[config.mk]
export PLATFORM = sky130hd
export DESIGN_NAME = ff_bank_inv
export DESIGN_NICKNAME = d
export VERILOG_FILES = /design/src/rtl/ff_bank_inv.sv
export SDC_FILE = /design/constraint.sdc
export NUM_CORES = 1
export LEC_CHECK = 0
export ABC_AREA = 1
export BUFFER_PORTS_ARGS = -buffer_cell sky130_fd_sc_hd__buf_2
export CAP_MARGIN = 20
export CORE_AREA = 2 2 51 63
export CTS_BUF_LIST = sky130_fd_sc_hd__clkbuf_16
export DETAILED_ROUTE_END_ITERATION = 8
export DIE_AREA = 0 0 53 65
export MAX_ROUTING_LAYER = met4
export PLACE_DENSITY = 0.73
export SYNTH_ARGS = -nofsm -noshare
export SYNTH_HDL_FRONTEND = slang
export SYNTH_SLANG_ARGS = --single-unit
[constraint.sdc]
create_clock -name clk -period 1.7 [get_ports clk]
set_input_delay 0.17 -clock clk [delete_from_list [all_inputs] [get_ports clk]]
set_output_delay 0.17 -clock clk [all_outputs]
set_load 0.1 [all_outputs]
[src/rtl/ff_bank_inv.sv]
// ff_bank_inv: a WIDTH-bit register bank. Each clock edge it can parallel-load,
// shift, rotate or step as a Galois LFSR. It also flags every change of q and
// keeps a saturating count of those changes.
//
// Ports:
//   clk      - single clock, all state updates on the rising edge
//   rst_n    - synchronous active-low reset: q=INIT_VAL, chg=0, chg_cnt=0
//   ce       - clock enable; when low (and sr low) q holds
//   sr       - synchronous clear to CLR_VAL, beats ce and mode
//   mode     - 00 load d^D_INV_MASK, 01 shift-left with sin, 10 rotate-left,
//              11 Galois LFSR (right-shifting, TAPS feedback)
//   d        - parallel load data
//   sin      - serial input for shift mode (also passes through D_INV_MASK[0])
//   q        - register contents
//   sout     - q[WIDTH-1], combinational
//   chg      - registered, high in the cycle q differs from the previous q
//   chg_cnt  - saturating count of cycles with chg=1, cleared only by rst_n
//
// Output timing: q, chg and chg_cnt all update together on the same edge,
// one cycle after the inputs that caused them were sampled. chg acts as a
// per-cycle "new value" strobe; there is no backpressure.
module ff_bank_inv #(
  parameter int unsigned          WIDTH      = 8,
  parameter logic [WIDTH-1:0]     INIT_VAL   = '0,
  parameter logic [WIDTH-1:0]     CLR_VAL    = '0,
  parameter logic [WIDTH-1:0]     D_INV_MASK = '0,
  parameter logic [WIDTH-1:0]     TAPS       = WIDTH'(8'hB8),
  parameter int unsigned          CNT_W      = 8
) (
  input  logic             clk,
  input  logic             rst_n,
  input  logic             ce,
  input  logic             sr,
  input  logic [1:0]       mode,
  input  logic [WIDTH-1:0] d,
  input  logic             sin,
  output logic [WIDTH-1:0] q,
  output logic             sout,
  output logic             chg,
  output logic [CNT_W-1:0] chg_cnt
);

  localparam logic [1:0] MODE_LOAD  = 2'b00;
  localparam logic [1:0] MODE_SHIFT = 2'b01;
  localparam logic [1:0] MODE_ROT   = 2'b10;
  localparam logic [1:0] MODE_LFSR  = 2'b11;

  localparam logic [CNT_W-1:0] CNT_MAX = '1;

  logic [WIDTH-1:0] q_next;
  logic             q_changes;

  // Next-state value for the non-reset case; rst_n is handled in the flop.
  always_comb begin
    q_next = q;
    if (sr) begin
      q_next = CLR_VAL;
    end else if (ce) begin
      case (mode)
        MODE_LOAD:  q_next = d ^ D_INV_MASK;
        MODE_SHIFT: q_next = {q[WIDTH-2:0], sin ^ D_INV_MASK[0]};
        MODE_ROT:   q_next = {q[WIDTH-2:0], q[WIDTH-1]};
        MODE_LFSR: begin
          // The all-zero state is a fixed point of the LFSR; seed it with 1.
          if (q == '0) q_next = {{(WIDTH-1){1'b0}}, 1'b1};
          else         q_next = (q >> 1) ^ (q[0] ? TAPS : '0);
        end
        default:    q_next = q;
      endcase
    end
  end

  assign q_changes = (q_next != q);

  always_ff @(posedge clk) begin
    if (!rst_n) begin
      q       <= INIT_VAL;
      chg     <= 1'b0;
      chg_cnt <= '0;
    end else begin
      q   <= q_next;
      chg <= q_changes;
      if (q_changes && (chg_cnt != CNT_MAX)) chg_cnt <= chg_cnt + 1'b1;
    end
  end

  assign sout = q[WIDTH-1];

endmodule

==> results.md <==
- Status: finished clean
- Required time worst endpoint: 1.85 ns
- Crit path DAT: 1.83 ns
- Relative slew slack: 67.6%
- Num CTS Buffers: 3
- Max_cap viols: 0
- Crit path time final: 1.68 ns
- Final setup fails: 0
- Top FF cell, synth: dfxtp_1
- Synth Instances: 211
- Synth cell count leaders: 64 x nand2_1, 32 x nand3_1, 27 x nor2_1, 18 x inv_1
- Port bufs: 32
- Initial DRC Count: 39
- Most frequent CP cell: nand2_1
- Top-area cell type share of the netlist area: 26.3%
- Worst slew pin tran: 0.489 ns
- Routed len/inst: 13.1 um
- Crit path max fanout: 7
- Power Dens Cells: 807 nW/um^2
- Area of the core: 2890 um^2
- Slew Limit Fails: 0
- Total chip power: 1.45 mW
- Initial Utilization: 44.8%
- Place WS: -0.0670 ns
- Final Hold Viols: 0
- Avg Cell Area, Syn: 6.14 um^2
- Synth cell types: 25
- Slowest CP cell: dfxtp_4
- Register area share after synthesis: 26.3%
- Placer Congestion: 0.854
- Via/cell ratio: 5.31
- DRT antenna net count: 0
- First-pass GRT wire length: 5430 um
- Count leader, synth: nand2_1
- Top cells by area, synth: dfxtp_1 26%, nand2_1 19%, nand3_1 12%
- IO Count: 33
- 1st-pass router iterations: 4
- Vias in the first global route: 1,256
- Die Area: 3450 um^2
- Synth area leader: dfxtp_1
- Skew-Pair Late Insertion Delay: 0.25 ns
- Post-Route Skew: 0.00330 ns
- Fillers: 279
- Crit path largest cell delay: 0.38 ns
- Largest net degree at the start of global routing: 14
- Ant diodes: 0
- Critical path cell sequence: nor2_1, nand2_1, o21ai_1, nand2_1, nand2_2, nand2_2, nand2_1, nand2_1, nand2_2, nor2_4, nor2_4, nand2_1, nand2_2, nor2_2
- F_max: 0.595 GHz
- Synth warn: 0
- Number of flops mapped to enable cells by yosys: 0
- Cell family with most CP delay: simple AND/OR/NAND/NOR gates
- Share of cells above drive strength 1: 49.2%
- CTS max path bufs: 2
- CTS tree: done
- Detailed Route WL: 3780 um
- Clock sink total: 17
- Period utilization: 98.9%
- Total grt overflow: 0
- Seq cells post-synth: 17
- Area delta synth->final: 38.5%
- Crit start category: flip-flop
- Die width: 53 um
- RSZ-0062 raised after global routing: yes
- Clk slew on worst S/H paths: 0.05 ns
- TNS Setup: 0 ns
- Nets: 269
- Hpwl dp: 2570 um
- Fin worst setup slack: 0.0180 ns
- Initial antenna violation count: 0
- H-Tree Depth: 1
- CP Class: reg -> reg
- Routed via count: 1,528
- Post-synth ARST share: 0%
- CP bufs+invs: 0
- Drc violations: 0
- Die height: 65 um
- CTS Hold Bufs: 0
- Placed insts: 279
- Leak pwr: 0.853 nW
- GRT Total Usage: 21.4%
- Cell Area, Synth: 1290 um^2
- FP Rows: 22
- Peak VDD IR: 0.000864 V
- Root buf cell: clkbuf_16
- Crit. End Element: flip-flop
- Net Count, Synth: 227
- HP Class: in -> reg
- Post-Layout Cell Count: 288
## stage by stage
step	hold WS [ns]	utilization, %	area, um^2
final	0.187	62.0	1790
after global routing	0.196	62.0	1790
after CTS	0.177	56.2	1620
after detailed placement	0.443	53.4	1540
after global placement	0.440	53.4	1540
after floorplan	0.281	-	1370
## worst paths after layout
| path | startpoint | to | slack, ns | cells after the start |
|---|---|---|---|---|
| max reg2reg | q[0] | chg_cnt[6] | 0.02 | 14 |
| min | rst_n | chg_cnt[0] | 0.19 | 3 |
| max | q[0] | chg_cnt[6] | 0.02 | 14 |
| min reg2reg | chg_cnt[3] | chg_cnt[3] | 0.48 | 2 |
## cells in the final DEF (no fill, tap or decap), types with 9 or more instances in the layout
master and count:
nand2_1 46, buf_2 32, nand3_1 26, nand2_2 24, nor2_1 20, a21oi_1 14, inv_1 12, dfxtp_4 11
nand3_2 10, buf_4 10, nor2_2 9
## timing repair
| item | in CTS | in global routing |
|---|---|---|
| buffers inserted | 0 | 5 |
| hold endpoints to repair | 0 | 0 |
| gates resized for setup | 0 | 45 |
| setup endpoints to repair | 0 | 9 |
## metal layers
metal	global-route usage, %	vias to the layer above	part of all wire [%]
met5	-	-	0
met1	24.3	699	39
met2	36.4	54	53
met3	3.00	13	5.1
li1	-	762	-
met4	9.94	0	3.0
## logic make-up (layout without fill, tap and decap cells)
kind of cell,after synthesis,after routing,synth area share [%]
adder cells (fa/ha/maj),1,1,0.966
flip-flops,17,17,26.3
XOR/XNOR,4,4,2.71
AND/OR/NAND/NOR,144,144,50.2
AO/OA/AOI/OAI,20,20,8.31
buffers and inverters,25,66,11.5
## worst reg2reg max path, cell delays in order (launching register included)
cell	delay, ns
dfxtp_4	0.38
nor2_1	0.11
nand2_1	0.07
o21ai_1	0.15
nand2_1	0.08
nand2_2	0.10
nand2_2	0.07
nand2_1	0.06
nand2_1	0.06
nand2_2	0.11
nor2_4	0.06
nor2_4	0.16
nand2_1	0.08
nand2_2	0.06
nor2_2	0.03
## state kept, by name, indices dropped and copies added, names as in the netlist
register and count:
chg 1, q 8, chg_cnt 8
## layout make-up
type,instances,area (um^2),area share (%)
Clock buffer,3,75.1,4.19
Clock inverter,1,5.00,0.279
Inverter,20,87.6,4.88
Multi-Input combinational cell,169,957,53.4
Sequential cell,17,388,21.6
Tap cell,36,45.0,2.51
Timing Repair Buffer,42,235,13.1
## power breakdown
part	leakage [nW]	internal, mW	switching, mW
registers	0.149	0.419	0.0352
logic	0.663	0.141	0.375
clock network	0.0409	0.315	0.162
total	0.853	0.875	0.572
Note: power is estimated with default switching activity, not from simulation.
